File: config.mk
export PLATFORM = sky130hd
export DESIGN_NAME = lcd_char_feeder
export DESIGN_NICKNAME = d
export VERILOG_FILES = /design/src/rtl/lcd_char_feeder.sv
export SDC_FILE = /design/constraint.sdc
export NUM_CORES = 1
export LEC_CHECK = 0
export CORE_MARGIN = 1
export CORE_UTILIZATION = 60
export CTS_CLUSTER_DIAMETER = 80
export DETAILED_ROUTE_END_ITERATION = 10
export GPL_TIMING_DRIVEN = 0
export PLACE_DENSITY = 0.83
export REMOVE_ABC_BUFFERS = 1
export SYNTH_ARGS = -nofsm -noshare
export SYNTH_HDL_FRONTEND = slang
export SYNTH_SLANG_ARGS = --single-unit
File: constraint.sdc
create_clock -name clk -period 24.8 [get_ports clk]
set_input_delay 7.44 -clock clk [delete_from_list [all_inputs] [get_ports clk]]
set_output_delay 7.44 -clock clk [all_outputs]
set_load 0.05 [all_outputs]
File: src/rtl/lcd_char_feeder.sv
// Streams a 32-character, two-line buffer to an LCD controller as command/data items.
// Optional periodic self-refresh is enabled with `define LCD_FEED_AUTO_REFRESH_EN.
module lcd_char_feeder #(
   parameter int REFRESH_CYCLES = 50000
) (
   input  logic       clk,
   input  logic       reset,
   input  logic       wr_en,
   input  logic [4:0] wr_addr,
   input  logic [7:0] wr_data,
   input  logic       update,
   output logic       out_valid,
   output logic       out_rs,
   output logic [7:0] out_data,
   input  logic       out_ready,
   output logic       busy,
   output logic       done
);

   typedef enum logic [2:0] {IDLE, CMD_L1, DATA_L1, CMD_L2, DATA_L2, FIN} state_t;

   state_t     r_state;
   logic       r_pending;
   logic [3:0] r_col;
   logic [7:0] r_buf [0:31];

   logic       w_xfer;
   logic       w_req;
   logic       w_tick;
   logic [3:0] w_col_nxt;

   assign w_xfer    = out_valid & out_ready;
   assign w_col_nxt = r_col + 4'd1;
   assign w_req     = update | w_tick;

`ifdef LCD_FEED_AUTO_REFRESH_EN
   localparam logic [31:0] LP_REFRESH_LAST = 32'(REFRESH_CYCLES - 1);

   logic [31:0] r_refresh_cnt;

   always_ff @(posedge clk or posedge reset) begin
      if (reset) begin
         r_refresh_cnt <= '0;
      end else if (r_refresh_cnt == LP_REFRESH_LAST) begin
         r_refresh_cnt <= '0;
      end else begin
         r_refresh_cnt <= r_refresh_cnt + 32'd1;
      end
   end

   assign w_tick = (r_refresh_cnt == LP_REFRESH_LAST);
`else
   assign w_tick = 1'b0;
`endif

   always_ff @(posedge clk or posedge reset) begin
      if (reset) begin
         for (int i = 0; i < 32; i++) begin
            r_buf[i] <= 8'h20;
         end
      end else if (wr_en) begin
         r_buf[wr_addr] <= wr_data;
      end
   end

   // Items are loaded into out_data on the transfer that retires the previous one,
   // so a same-cycle write to the addressed entry is not seen by that item.
   always_ff @(posedge clk or posedge reset) begin
      if (reset) begin
         r_state   <= IDLE;
         r_pending <= 1'b0;
         r_col     <= 4'd0;
         out_valid <= 1'b0;
         out_rs    <= 1'b0;
         out_data  <= 8'h00;
         busy      <= 1'b0;
         done      <= 1'b0;
      end else begin
         if (w_req && (r_state != IDLE)) begin
            r_pending <= 1'b1;
         end
         case (r_state)
            IDLE: begin
               if (w_req || r_pending) begin
                  r_state   <= CMD_L1;
                  r_pending <= 1'b0;
                  out_valid <= 1'b1;
                  out_rs    <= 1'b0;
                  out_data  <= 8'h80;
                  busy      <= 1'b1;
               end
            end
            CMD_L1: begin
               if (w_xfer) begin
                  r_state  <= DATA_L1;
                  out_rs   <= 1'b1;
                  out_data <= r_buf[{1'b0, r_col}];
               end
            end
            DATA_L1: begin
               if (w_xfer) begin
                  r_col <= w_col_nxt;
                  if (r_col == 4'd15) begin
                     r_state  <= CMD_L2;
                     out_rs   <= 1'b0;
                     out_data <= 8'hC0;
                  end else begin
                     out_data <= r_buf[{1'b0, w_col_nxt}];
                  end
               end
            end
            CMD_L2: begin
               if (w_xfer) begin
                  r_state  <= DATA_L2;
                  out_rs   <= 1'b1;
                  out_data <= r_buf[{1'b1, r_col}];
               end
            end
            DATA_L2: begin
               if (w_xfer) begin
                  r_col <= w_col_nxt;
                  if (r_col == 4'd15) begin
                     r_state   <= FIN;
                     out_valid <= 1'b0;
                     done      <= 1'b1;
                  end else begin
                     out_data <= r_buf[{1'b1, w_col_nxt}];
                  end
               end
            end
            FIN: begin
               r_state <= IDLE;
               done    <= 1'b0;
               busy    <= 1'b0;
            end
            default: begin
               r_state   <= IDLE;
               out_valid <= 1'b0;
               done      <= 1'b0;
               busy      <= 1'b0;
            end
         endcase
      end
   end

endmodule

**Yosys cells after proc, flatten, opt, wreduce, memory -nomap -nowiden**

Cells that the tools add are included.
Widths: inputs -> output; s select.

- $add $sub $neg: 1
- Magnitude comparators: 6
- Eq/ne operators: 15
- Muxes and demuxes: 45
- Bitwise operators: 9
- Reductions and logical operators: 19

Operator list:

| operator | count |
|---|---|
| $bwmux 256 | 1 |
| $bmux 8 s5 | 4 |
| $mux 8 | 16 |
| $demux 8 s5 | 1 |
| $pmux 8 s5 | 1 |
| $ge 6x6->1 const B | 5 |
| $mux 3 | 7 |
| $not 5->6 | 3 |
| $ne 2x2->1 const B | 8 |
| $pmux 3 s5 | 1 |
| $reduce_and 7->1 | 2 |
| $not 4->6 | 2 |
| $reduce_or 4->1 | 3 |
| $mux 1 | 10 |
| $eq 3x2->1 const B | 2 |
| $eq 3x3->1 const B | 2 |
| $lt 6x1->1 const B | 1 |
| $pmux 1 s3 | 2 |
| $reduce_bool 3->1 | 2 |
| $reduce_and 5->1 | 1 |
| $reduce_bool 5->1 | 1 |
| $add 4x1->4 const B | 1 |
| $eq 4x4->1 const B | 1 |
| $pmux 1 s2 | 2 |
| other kinds (11) | 16 |

- Register bits after elaboration: 276
- Input port bits: 18
- Output and inout port bits: 12

**Logic depth before layout (Yosys ltp)**

Gate-level depths: netlist of the first run.

- Depth in word-level cells: 8
- Depth in mapped cells: 11
- Depth with buffers taken out: 7

**Worst setup path after synthesis of the first run**

No wires, ideal clock.

- Kind: in2reg
- From: input port wr_addr[0]
- To: register r_buf[24] (netlist bit)
- Arrival: 8.827 ns
- Slack: 15.848 ns
- Cell stages on the path: 5
- Buffers on the path: 2
- Cells stage by stage: clkbuf_1 -> or3b_2 -> clkbuf_1 -> nor2_2 -> mux2_2

- Word-level cells in the longest chain between the ends: 6
- Elaborated cells between the ends (all ways): 7

Ends and longest elaborated chain:

| item | line | text |
|---|---|---|
| start: declaration | 9 | `input logic [4:0] wr_addr,` |
| $not 5->6 (implied by the code) (*) | 62 | `r_buf[wr_addr] <= wr_data;` |
| $ge 6x6->1 (implied by the code) / $lt 6x1->1 (equally long branches) | 62 |  |
| $logic_and 1x1->1 (implied by the code) | 62 |  |
| $mux 8 (implied by the code) | 62 |  |
| $demux 8 s5 (*) | 62 |  |
| $bwmux 256 (*) | 62 |  |
| end signal: indexed assignment | 62 |  |
| end: declaration | 25 | `logic [7:0] r_buf [0:31];` |

Mark *: on every way between the ends. The rest lies on a longest branch, timed or not.
A chain may end at the register's enable or synchronous reset.

**Worst setup path after layout of the first run**

- From: input port wr_addr[2]
- To: register r_buf[38] (netlist bit)

The elaborated chain is that of the path after synthesis.

==> impl_metrics.yaml, run 1 <==
clock_tree:
  cts.path.max_buffers: 3
  clk_pin_slew_ns: 0.06
  cts-buffers-inserted: 29
  cts-root-buf: "clkbuf_16"
  postCtsSetupBuffers: 0
  clkLatencyLatePin_ns: 0.55
  htree_levels: 1
  cts_tree: "yes"
  cts_hold_buf: 0
  cts_num_sinks: 276
  cts_resized: 0
timing:
  setup_viol: 0
  finalCritPeriodShare_pct: 37.3
  tns_ns: 0
  slew_violations: 0
  hold_viol_final: 0
  skew_ns: 0.0104
  clock.fmax_ghz: 0.108
  period_minus_slack_ns: 9.26
  max-slew-margin-rel_pct: 0.519
  worst_pin_slew_ns: 1.48
  rsz0062_at_grt: "no"
worst_setup_path:
  endpoint_kind: "flop"
  worstPathRequired_ns: 25.22
  arrival_ns: 9.68
  cp_max_fo: 8
  slowest_delay_ns: 0.83
  reg2reg_depth: 6
  reg2reg_to: "out_data[0]$_DFFE_PP0P_"
  crit_path_cell_trace: "clkdlybuf4s50_1 > nand3b_1 > nor2_1 > mux2_2"
  cp.buffers_inverters: 1
  cp-start-kind: "primary input"
  crit_type: "in2reg"
  r2r_setup_slack_ns: 21.04
  cp_slowest_cell: "nor2_1"
  crit_family: "simple AND/OR/NAND/NOR gates"
  reg2reg_from: "r_col[1]$_DFFE_PP0P_"
finish:
  area_growth_pct: 9.10
  multiInputGateArea_mm2: 0.00776
  fillerInstances: 1686
  n_antenna_cell: 0
  final_layout_size_suffix_gt1_share_pct: 40.2
  fin_nets: 1112
  final_common_cell: "mux2_2"
  post-route-util_pct: 67.4
  final_cell_mix: "259 x mux2_2, 242 x dfrtp_1, 90 x mux2i_1"
  layout.area.seq_mm2: 0.00695
routing:
  via_count: 10070
  firstDrtPassIters: 6
  drc: 0
  avgRoutedWirePerCell_um: 27.2
  drt_iter0_drc: 961
  finalWirelength_mm: 39.1
  ant_nets: 0
  avgViaCountPerCell: 7.00
synthesis:
  postSynthCellCount: 1107
  synth_enable_flop_cells: 0
  syn_area_per_cell_um2: 13.7
  yosysWarnings: 0
  async_reset_ff_share_pct: 100
  ys_types: 60
  synthFlopType: "dfrtp_1"
  ys_ff_latch: 276
  syn_area_mm2: 0.0152
  yosysSeqAreaShare_pct: 45.7
hold_path:
  hold_depth: 1
  hold_start: "out_rs$_DFFE_PP0P_"
  hold_class: "reg2reg"
  hold_end: "out_rs$_DFFE_PP0P_"
placed_design:
  dp_hpwl_mm: 25.4
  portBuffers: 29
  gp_congestion: 0.974
global_routing:
  grt_max_degree: 127
  grt_pass1_vias: 10123
  grt_usage_pct: 31.1
  grt_first_pass_wirelength_mm: 60.7
  gr-total-overflow: 0
  antenna_found_initial: 0
die:
  dieArea_mm2: 0.0260
  std_cell_rows: 57
  start_util_pct: 61.8
  coreArea_mm2: 0.0246
  die_w_um: 161
  die_h_um: 161
  io_pins: 30
pwr:
  max-vdd-ir-drop_v: 0.000100
  power_frac_clock_pct: 21.5
  p_int_mw: 1.25
  p_leak_nw: 7.15
  p_sw_share_pct: 38.3
  seq_power_share_pct: 33.0
  p_per_area_mw_per_mm2: 122
  netSwitchingPower_mw: 0.778
  p_comb_share_pct: 45.5
run:
  drv_cap: 1
outcome:
  violations: "max-capacitance violations"
  status: "finished, violations left"
power groups by stage:
stage	Clock (mW)	Sequential (mW)	Combinational, mW
after floorplan	0	0.704	0.631
after global placement	0	0.722	0.880
after detailed placement	0	0.670	0.898
after CTS	0.443	0.664	0.906
after global routing	0.462	0.681	0.963
final	0.437	0.669	0.923
state kept, by name (all words and copies together), names as in the netlist:
signal and cells:
done 1, out_valid 1, r_pending 1, out_rs 1, r_col 4, r_state 3, busy 1, out_data 8
r_buf 256
kinds of logic after synthesis:
family                     after synthesis  synth area share, %
buffers and inverters                   90                 3.41
xor gates and xnor gates                 8                0.510
AOI/OAI and AO/OA                       92                 4.01
DFF                                    276                 45.7
adders and majority gates                1               0.0823
and+or+nand+nor                        193                 6.23
muxes                                  447                 40.1
worst reg2reg max path, cell delays in order (launching register included):
cell	delay [ns]
dfrtp_2	0.91
nand3_4	0.21
xnor2_2	1.17
mux2i_1	0.54
o22ai_1	0.20
nor4_1	0.44
a21oi_1	0.13
cell usage after synthesis, types with 3 or more instances:
cell type / count / share of area (%)
buf_2: 19 / 0.63
buf_4: 6 / 0.30
mux4_2: 75 / 11
a32oi_1: 4 / 0.23
o22ai_1: 11 / 0.45
nor3_1: 5 / 0.16
nor3b_1: 4 / 0.20
nor2_1: 33 / 0.81
nor2_2: 9 / 0.37
clkbuf_1: 43 / 1.1
nand3_1: 24 / 0.79
nor2b_1: 10 / 0.41
nand2_1: 75 / 1.9
and2_1: 4 / 0.16
o21ai_0: 11 / 0.36
a31oi_1: 4 / 0.16
dfrtp_1: 244 / 40
o21ai_1: 3 / 0.099
nand3b_1: 5 / 0.25
inv_1: 7 / 0.17
mux4_1: 22 / 3.8
xnor2_1: 6 / 0.35
buf_12: 3 / 0.39
nand4_1: 7 / 0.29
mux2i_1: 90 / 5.9
mux2_2: 259 / 19
dfstp_2: 32 / 5.5
nor4_1: 3 / 0.12
buf_6: 10 / 0.74
a22oi_1: 23 / 1.1
a21oi_1: 22 / 0.72
stage by stage:
step	instance area [um^2]	hold slack [ns]	total power, mW	worst slack (ns)	cells
after floorplan	14700	0.475	1.34	9.80	1025
after global placement	15400	0.491	1.60	6.55	1378
after detailed placement	15600	0.508	1.57	15.07	1386
after CTS	16600	0.523	2.01	15.56	1438
after global routing	16600	0.533	2.11	15.50	1438
final	16600	0.524	2.03	15.54	1438
worst max-delay path by stage:
stage                             from                     to  slack (ns)  depth (start not counted)
2_1_floorplan                    reset       busy$_DFFE_PP0P_        9.80                          1
5_1_grt                     wr_addr[2]  r_buf[38]$_DFFE_PP0P_       15.50                          4
3_5_place_dp                wr_addr[2]  r_buf[36]$_DFFE_PP0P_       15.07                          4
6_report                    wr_addr[2]  r_buf[38]$_DFFE_PP0P_       15.54                          4
4_1_cts        out_data[5]$_DFFE_PP0P_            out_data[5]       15.56                          1
3_3_place_gp                     reset  r_buf[52]$_DFFE_PP0P_        6.55                          2
layer usage:
layer	share of wire, %	GRT usage, %
met3	8.7	6.01
met5	0.12	1.33
met4	4.1	12.0
met1	41	44.1
met2	46	47.7
final cells by class:
type / count / area share [%]
Multi-Input combinational cell: 741 / 46.8
Sequential cell: 276 / 41.9
Clock buffer: 44 / 5.26
Timing Repair Buffer: 37 / 2.85
Tap cell: 324 / 2.44
Clock inverter: 8 / 0.543
Inverter: 8 / 0.226
Note: power is estimated with default switching activity, not from simulation.
==> run 2: changes to the inputs <==
Settings changed: CORE_UTILIZATION 60 to 57.
Clock period 24.8 ns to 8.2 ns, I/O delays scaled along.
==> run 2 against run 1 <==
Against the previous run:
- the run ends with design-rule violations left
- count of clock-buffer cells in the layout grew 2
- die area increased by 5.2%
- core utilization shrank 3.4 points
- worst setup slack worse by 12 ns
- non-clock buffer count unchanged
- clock power rose to 3.3 times the previous value
- first-iteration DRC count up 46%
- total power increased to 3.1 times the previous value
- critical endpoint is now r_buf[55]$_DFFE_PP0P_
- largest cell class unchanged
==> impl_metrics.yaml, run 2 (synthesis gave the netlist of run 1 again) <==
outcome:
  status: "finished, violations left"
  violations: "design-rule violations"
routing:
  ant_nets: 0
  avgViaCountPerCell: 6.95
  finalWirelength_mm: 39.1
  drc: 6
  avgRoutedWirePerCell_um: 26.9
  drt_iter0_drc: 1405
  firstDrtPassIters: 9
  via_count: 10094
worst_setup_path:
  reg2reg_to: "out_data[7]$_DFFE_PP0P_"
  cp_max_fo: 8
  worstPathRequired_ns: 8.64
  reg2reg_depth: 6
  endpoint_kind: "flop"
  cp-start-kind: "primary input"
  arrival_ns: 4.75
  crit_type: "in2reg"
  crit_path_cell_trace: "clkdlybuf4s50_1 > nand3b_1 > nor2_1 > mux2_2"
  reg2reg_from: "r_col[3]$_DFFE_PP0P_"
  cp_slowest_cell: "nor2_1"
  r2r_setup_slack_ns: 4.25
  slowest_delay_ns: 0.84
finish:
  fin_nets: 1113
  final_cell_mix: "259 x mux2_2, 242 x dfrtp_1, 90 x mux2i_1"
  layout.area.seq_mm2: 0.00695
  n_antenna_cell: 0
  area_growth_pct: 10.0
  multiInputGateArea_mm2: 0.00776
  final_layout_size_suffix_gt1_share_pct: 40.3
  largest_reg_flops: 256
  postLayoutCellArea_mm2: 0.0167
  top_regs: "r_buf x256, out_data x8, r_col x4"
  final_common_cell: "mux2_2"
  fillerInstances: 1903
  largest-register: "r_buf"
pwr:
  p_leak_nw: 7.20
  p_per_area_mw_per_mm2: 375
  max-vdd-ir-drop_v: 0.000258
clock_tree:
  cts.path.max_buffers: 3
  cts-buffers-inserted: 30
  cts-root-buf: "clkbuf_16"
  clk_pin_slew_ns: 0.06
  cts_tree: "yes"
  cts_hold_buf: 0
  cts_resized: 0
  postCtsSetupBuffers: 0
  clkLatencyLatePin_ns: 0.57
  cts_num_sinks: 276
  htree_levels: 1
hold_path:
  hold_start: "busy$_DFFE_PP0P_"
  hold_end: "busy$_DFFE_PP0P_"
  hold_depth: 2
  hold_class: "reg2reg"
placed_design:
  gp_congestion: 0.967
  dpl_cell_area_mm2: 0.0157
  portBuffers: 29
  dp_hpwl_mm: 25.5
timing:
  slew_violations: 0
  skew_ns: 0.0158
  setup_viol: 0
  finalCritPeriodShare_pct: 52.6
  max-slew-margin-rel_pct: 7.64
  worst_pin_slew_ns: 1.38
  rsz0062_at_grt: "no"
  hold_viol_final: 0
  period_minus_slack_ns: 4.31
  tns_ns: 0
  clock.fmax_ghz: 0.232
die:
  std_cell_rows: 59
  dieArea_mm2: 0.0273
  start_util_pct: 58.2
  die_w_um: 165
  coreArea_mm2: 0.0261
  die_h_um: 165
  io_pins: 30
run:
  drv_cap: 0
global_routing:
  grt_first_pass_wirelength_mm: 60.5
  grt_usage_pct: 29.8
  antenna_found_initial: 1
  gr-total-overflow: 0
  grt_max_degree: 114
  grt_pass1_vias: 10288
==> run 2: cell type report <==
type                       instances  area share [%]
clock inverter                    10           0.927
sequential                       276            41.5
multi-input combinational        741            46.4
clock buffer                      46            5.51
tap                              335            2.50
timing repair buffer              37            2.90
inverter                           8           0.224
==> run 2: routing by layer <==
| layer | track usage (%) | vias up | share of wire, % | routed length, um |
|---|---|---|---|---|
| met2 | 46.4 | 565 | 46 | 18000 |
| met5 | 0 | - | 0.033 | 13 |
| met4 | 10.2 | 2 | 4.0 | 1560 |
| met1 | 41.7 | 5206 | 41 | 16000 |
| met3 | 6.24 | 125 | 9.1 | 3540 |
| li1 | - | 4196 | - | - |
==> run 2: worst max-delay path: cells and delay by family <==
| kind | cells | cell delay (ns) |
|---|---|---|
| multiplexers | 1 | 0.42 |
| buffers and inverters | 1 | 0.72 |
| AND/OR/NAND/NOR | 2 | 1.14 |
==> run 2: how the worst max path moves through the flow <==
stage / end / startpoint / cells past startpoint / slack, ns
global placement: r_buf[114]$_DFFE_PP0P_ / reset / 2 / -5.06
floorplan: busy$_DFFE_PP0P_ / reset / 1 / -1.82
detailed placement: r_buf[33]$_DFFE_PP0P_ / wr_addr[2] / 4 / 3.45
global route: out_data[2] / out_data[2]$_DFFE_PP0P_ / 1 / 3.89
finish: r_buf[55]$_DFFE_PP0P_ / wr_addr[0] / 4 / 3.89
CTS: out_data[3] / out_data[3]$_DFFE_PP0P_ / 1 / 3.93
==> run 2: where the power goes <==
| part | internal (mW) | switching (mW) | total [mW] |
|---|---|---|---|
| Sequential | 1.68 | 0.362 | 2.04 |
| Combinational | 1.32 | 1.47 | 2.79 |
| Clock | 0.895 | 0.553 | 1.45 |
==> run 2: per-stage QoR <==
| stage | power [mW] | util [%] | hold WS [ns] | instances | setup slack (ns) |
|---|---|---|---|---|---|
| finish | 6.28 | 64.0 | 0.516 | 1453 | 3.89 |
| global route | 6.51 | 64.0 | 0.543 | 1453 | 3.89 |
| CTS | 6.24 | 64.0 | 0.518 | 1453 | 3.93 |
| detailed placement | 4.77 | 59.9 | 0.505 | 1397 | 3.45 |
| global placement | 4.86 | 59.0 | 0.497 | 1389 | -5.06 |
| floorplan | 4.04 | - | 0.475 | 1025 | -1.82 |
==> run 3: changes to the inputs <==
Clock period 8.2 ns to 3.9 ns, I/O delays scaled along.
==> run 3 against run 2 <==
Against the previous run:
- the run still ends with design-rule violations left
- clock power is 110% higher
- sequential share of layout area about the same
- worst setup slack got worse by 3.7 ns
- first-iteration DRC count grew 2.0%
- final cell count unchanged
- core utilization about the same
- register-to-register slack got worse by 4.1 ns
- critical path depth is 2 higher
- critical path type is now reg2reg
- critical endpoint is now out_data[3]$_DFFE_PP0P_
==> impl_metrics.yaml, run 3 (synthesis gave the netlist of run 1 again) <==
clock_tree:
  htree_levels: 1
  clk_pin_slew_ns: 0.06
  cts.path.max_buffers: 3
  clkLatencyLatePin_ns: 0.57
  cts-root-buf: "clkbuf_16"
  postCtsSetupBuffers: 0
  cts-buffers-inserted: 30
  cts_tree: "yes"
  cts_num_sinks: 276
die:
  std_cell_rows: 59
  start_util_pct: 58.2
  coreArea_mm2: 0.0261
  io_pins: 30
  die_h_um: 165
  die_w_um: 165
  dieArea_mm2: 0.0273
global_routing:
  use_met3_pct: 6.24
  busiest_layer: "met2"
  grt_pass1_vias: 10288
  gr-total-overflow: 0
  gr-usage-met1_pct: 41.7
  met2_usage_pct: 46.4
  grt_max_degree: 114
  grt_first_pass_wirelength_mm: 60.5
  antenna_found_initial: 1
  grt_usage_pct: 29.8
worst_setup_path:
  cp-start-kind: "flop"
  reg2reg_to: "out_data[3]$_DFFE_PP0P_"
  arrival_ns: 4.22
  reg2reg_depth: 6
  cp_max_fo: 23
  crit_type: "reg2reg"
  reg2reg_from: "r_col[3]$_DFFE_PP0P_"
  endpoint_kind: "flop"
  worstPathRequired_ns: 4.40
  r2r_setup_slack_ns: 0.18
timing:
  period_minus_slack_ns: 3.72
  slew_violations: 0
  skew_ns: 0.0168
  setup_viol: 0
  setup_ws_ns: 0.185
  hold_viol_final: 0
  max-slew-margin-rel_pct: 6.21
  worst_pin_slew_ns: 1.40
  hold_ws_ns: 0.516
  rsz0062_at_grt: "no"
  tns_ns: 0
  clock.fmax_ghz: 0.269
  finalCritPeriodShare_pct: 95.3
hold_path:
  hold_start: "busy$_DFFE_PP0P_"
  hold_depth: 2
  hold_class: "reg2reg"
  hold_end: "busy$_DFFE_PP0P_"
finish:
  final_layout_size_suffix_gt1_share_pct: 40.3
  fillerInstances: 1902
  largest-register: "r_buf"
  largest_reg_flops: 256
  area_growth_pct: 10.1
  n_antenna_cell: 0
  top_regs: "r_buf x256, out_data x8, r_col x4"
  final_cell_mix: "259 x mux2_2, 242 x dfrtp_1, 90 x mux2i_1"
  fin_nets: 1113
  final_common_cell: "mux2_2"
  fin_cells: 1453
routing:
  firstDrtPassIters: 9
  drt_iter0_drc: 1433
  drc: 6
  finalWirelength_mm: 39.0
  ant_nets: 0
  via_count: 10033
  avgRoutedWirePerCell_um: 26.8
  avgViaCountPerCell: 6.91
placed_design:
  place_ws_ns: 0.0929
  portBuffers: 29
  gp_congestion: 0.967
  dp_hpwl_mm: 25.5
  numPlacedInstances: 1397
pwr:
  max-vdd-ir-drop_v: 0.000544
  p_per_area_mw_per_mm2: 788
  p_leak_nw: 7.21
  power.total_mw: 13.2
outcome:
  status: "finished, violations left"
  violations: "design-rule violations"
run:
  drv_cap: 0
==> run 3: per-layer routing <==
| layer | share of wire [%] | routed length [um] | vias up |
|---|---|---|---|
| li1 | - | - | 4193 |
| met4 | 3.8 | 1460 | 2 |
| met1 | 41 | 15800 | 5198 |
| met5 | 0.033 | 13 | - |
| met2 | 47 | 18200 | 529 |
| met3 | 9.0 | 3490 | 111 |
==> run 3: final cells by class <==
cell class	instances	area (um^2)	area share, %
clock buffers	46	922	5.51
repair buffers	37	485	2.90
well taps	335	419	2.50
flip-flops and latches	276	6950	41.5
clock inverters	10	155	0.927
multi-input cells	741	7770	46.4
inverters	8	37.5	0.224
==> run 3: worst max path at each step <==
| stage | start | end | slack (ns) | cells past startpoint |
|---|---|---|---|---|
| 2_1_floorplan | reset | busy$_DFFE_PP0P_ | -4.83 | 1 |
| 3_3_place_gp | reset | r_buf[114]$_DFFE_PP0P_ | -8.07 | 2 |
| 3_5_place_dp | r_col[3]$_DFFE_PP0P_ | out_data[7]$_DFFE_PP0P_ | 0.09 | 6 |
| 4_1_cts | r_col[3]$_DFFE_PP0P_ | out_data[7]$_DFFE_PP0P_ | 0.10 | 6 |
| 5_1_grt | r_col[3]$_DFFE_PP0P_ | out_data[4]$_DFFE_PP0P_ | 0.18 | 6 |
| 6_report | r_col[3]$_DFFE_PP0P_ | out_data[3]$_DFFE_PP0P_ | 0.18 | 6 |
==> run 3: report_power, final <==
part | leakage [nW] | switching (mW) | internal [mW]
Combinational | 3.24 | 3.09 | 2.78
Clock | 0.526 | 1.16 | 1.88
Sequential | 3.44 | 0.758 | 3.53
==> run 3: critical path, cell delays in order (launching register included) <==
cell	delay, ns
dfrtp_1	1.16
inv_1	0.79
nor3_1	0.89
nand4_1	0.37
nand4_1	0.17
o21ai_0	0.14
nand2_1	0.11
==> run 3: stage by stage <==
step                area [um^2]  utilization [%]
floorplan                 14700                -
finish                    16700             64.1
CTS                       16700             64.0
detailed placement        15700             59.9
global route              16700             64.1
global placement          15400             59.0
==> run 3: timing repair <==
| action | 4_1_cts | 5_1_grt |
|---|---|---|
| endpoints found under the setup margin | 0 | 1 |
| hold buffers | 0 | 0 |
| gates resized for setup | 0 | 1 |
==> RTL edit, RTL diff (config.mk and constraints of run 1) <==
The option `LCD_FEED_AUTO_REFRESH_EN` is turned on by a define.
--- a/src/rtl/lcd_char_feeder.sv
+++ b/src/rtl/lcd_char_feeder.sv
@@ -2,2 +2,4 @@
 // Optional periodic self-refresh is enabled with `define LCD_FEED_AUTO_REFRESH_EN.
+`define LCD_FEED_AUTO_REFRESH_EN
+
 module lcd_char_feeder #(
Behaviour: same outputs for any inputs over 4 cycles, from zero or initial values and one cycle with reset high; that may be too few to reach the edited logic, so the function may still have changed.
==> RTL edit against run 1 <==
Synthesized area is 8.2% higher; die area is 8.1% higher; design area is 8.7% higher; setup slack worse by 330 ps; non-clock buffer count is 1 lower; via count is 6.4% higher; sequential cell count is 32 higher; hold slack worse by 54 ps; wire length is 2.9% higher; critical path type unchanged; critical endpoint is now r_buf[57]$_DFFE_PP0P_; highest routed layer is now met4.
Power is not compared: it rests on default switching activity, and its combinational part moved more than twofold at a synthesized area within 25%.
==> RTL edit: results (changes against run 1) <==
Run status
  – Status: complete, no violations (was finished with violations)

Place
  – Pre-CTS worst setup slack: 14,750 ps (was 15,070 ps)
  – Placer Congestion: 0.8670 (was 0.9736)
  – Post-DP Area: 16,950 um2 (was 15,640 um2)
  – HPWL after detailed placement: 25,580 um (was 25,380 um)

Route
  – Initial drt markers: 920 (was 961)
  – Final wirelength: 40,180 um (was 39,060 um)
  – DR pass1 iterations: 7 (was 6)

Layout
  – Final non-filler cell total: 1,542 (was 1,438)
  – Nets: 1,198 (was 1,112)
  – Fill cells: 1,861 (was 1,686)
  – Largest regs: r_buf: 256 flops, r_refresh_cnt: 32 flops, out_data: 8 flops (was r_buf: 256 flops, out_data: 8 flops, r_col: 4 flops)

Global route
  – Global-route wire length before repair: 63,450 um (was 60,690 um)
  – Largest net degree at the start of global routing: 121 (was 127)
  – Total GRT Usage: 29.62% (was 31.08%)

Yosys
  – Post-synthesis sequential area ratio: 47.07% (was 45.67%)
  – Post-Synth Adder-Cell Area: 0.1520% (was 0.08226%)
  – Synth Area in XOR/XNOR: 2.014% (was 0.5100%)
  – Synth cell count leaders: dfrtp_1, mux2_2, mux4_2 (was mux2_2, dfrtp_1, mux2i_1)
  – Largest cells by area after synthesis: dfrtp_1, mux2_2, mux4_2 (unchanged)
  – Mux cell area share after synthesis: 36.87% (was 40.08%)
  – Syn avg cell area: 13.79 um2 (was 13.74 um2)

Setup path
  – Max stage delay on crit path: 1010 ps (was 830 ps)
  – R2R setup slack: 20,500 ps (was 21,040 ps)
  – RR Endpoint: out_data[7]$_DFFE_PP0P_ (was out_data[0]$_DFFE_PP0P_)
  – Reg2reg start: r_col[3]$_DFFE_PP0P_ (was r_col[1]$_DFFE_PP0P_)
  – Worst Path Arrival: 9980 ps (was 9680 ps)

Clocking
  – Clock latency on the worst-skew pair: 510 ps (was 550 ps)
  – H-tree depth: 2 (was 1)
  – Worst-path clk slew: 60 ps (about the same)
  – Total CTS buffers: 35 (was 29)

Timing
  – Max transition margin: 12.75% (was 0.5186%)
  – Final hold slack: 470.8 ps (was 524.4 ps)
  – Fin crit share: 38.67% (was 37.35%)
  – Clock skew: 8.270 ps (was 10.39 ps)

Hold path
  – Hold worst-path end: r_refresh_cnt[31]$_DFF_PP0_ (was out_rs$_DFFE_PP0P_)
  – Hold path start: r_refresh_cnt[31]$_DFF_PP0_ (was out_rs$_DFFE_PP0P_)
[RTL edit: cell types whose count changed after synthesis, moves of 8 or more]
cell,run 1,this run
dfrtp_1,244,276
nor2_1,33,44
buf_4,6,14
mux4_2,75,109
xnor2_1,6,26
mux4_1,22,3
o22ai_1,11,0
a31oi_1,4,13
nor2_2,9,0
mux2i_1,90,58
xor2_1,1,10
[RTL edit: final cells by class]
type | instances | share of cell area, %
multi-input combinational | 792 | 45.79
sequential | 308 | 42.99
clock buffer | 51 | 5.797
timing repair buffer | 36 | 2.635
tap | 341 | 2.365
clock inverter | 9 | 0.2774
inverter | 5 | 0.1456
[RTL edit: report_power, final]
| part | switching [uW] | internal [uW] | leakage [uW] |
|---|---|---|---|
| Clock | 201 | 291 | 0.000546 |
| Sequential | 61.2 | 592 | 0.00389 |
| Combinational | 67.8 | 121 | 0.00296 |
[RTL edit: metal layers]
metal  wire length (um)  global-route usage [%]
met1              16570                   40.32
met3               2988                   6.618
met4               1144                   9.533
met5                  0                       0
met2              19480                   47.64
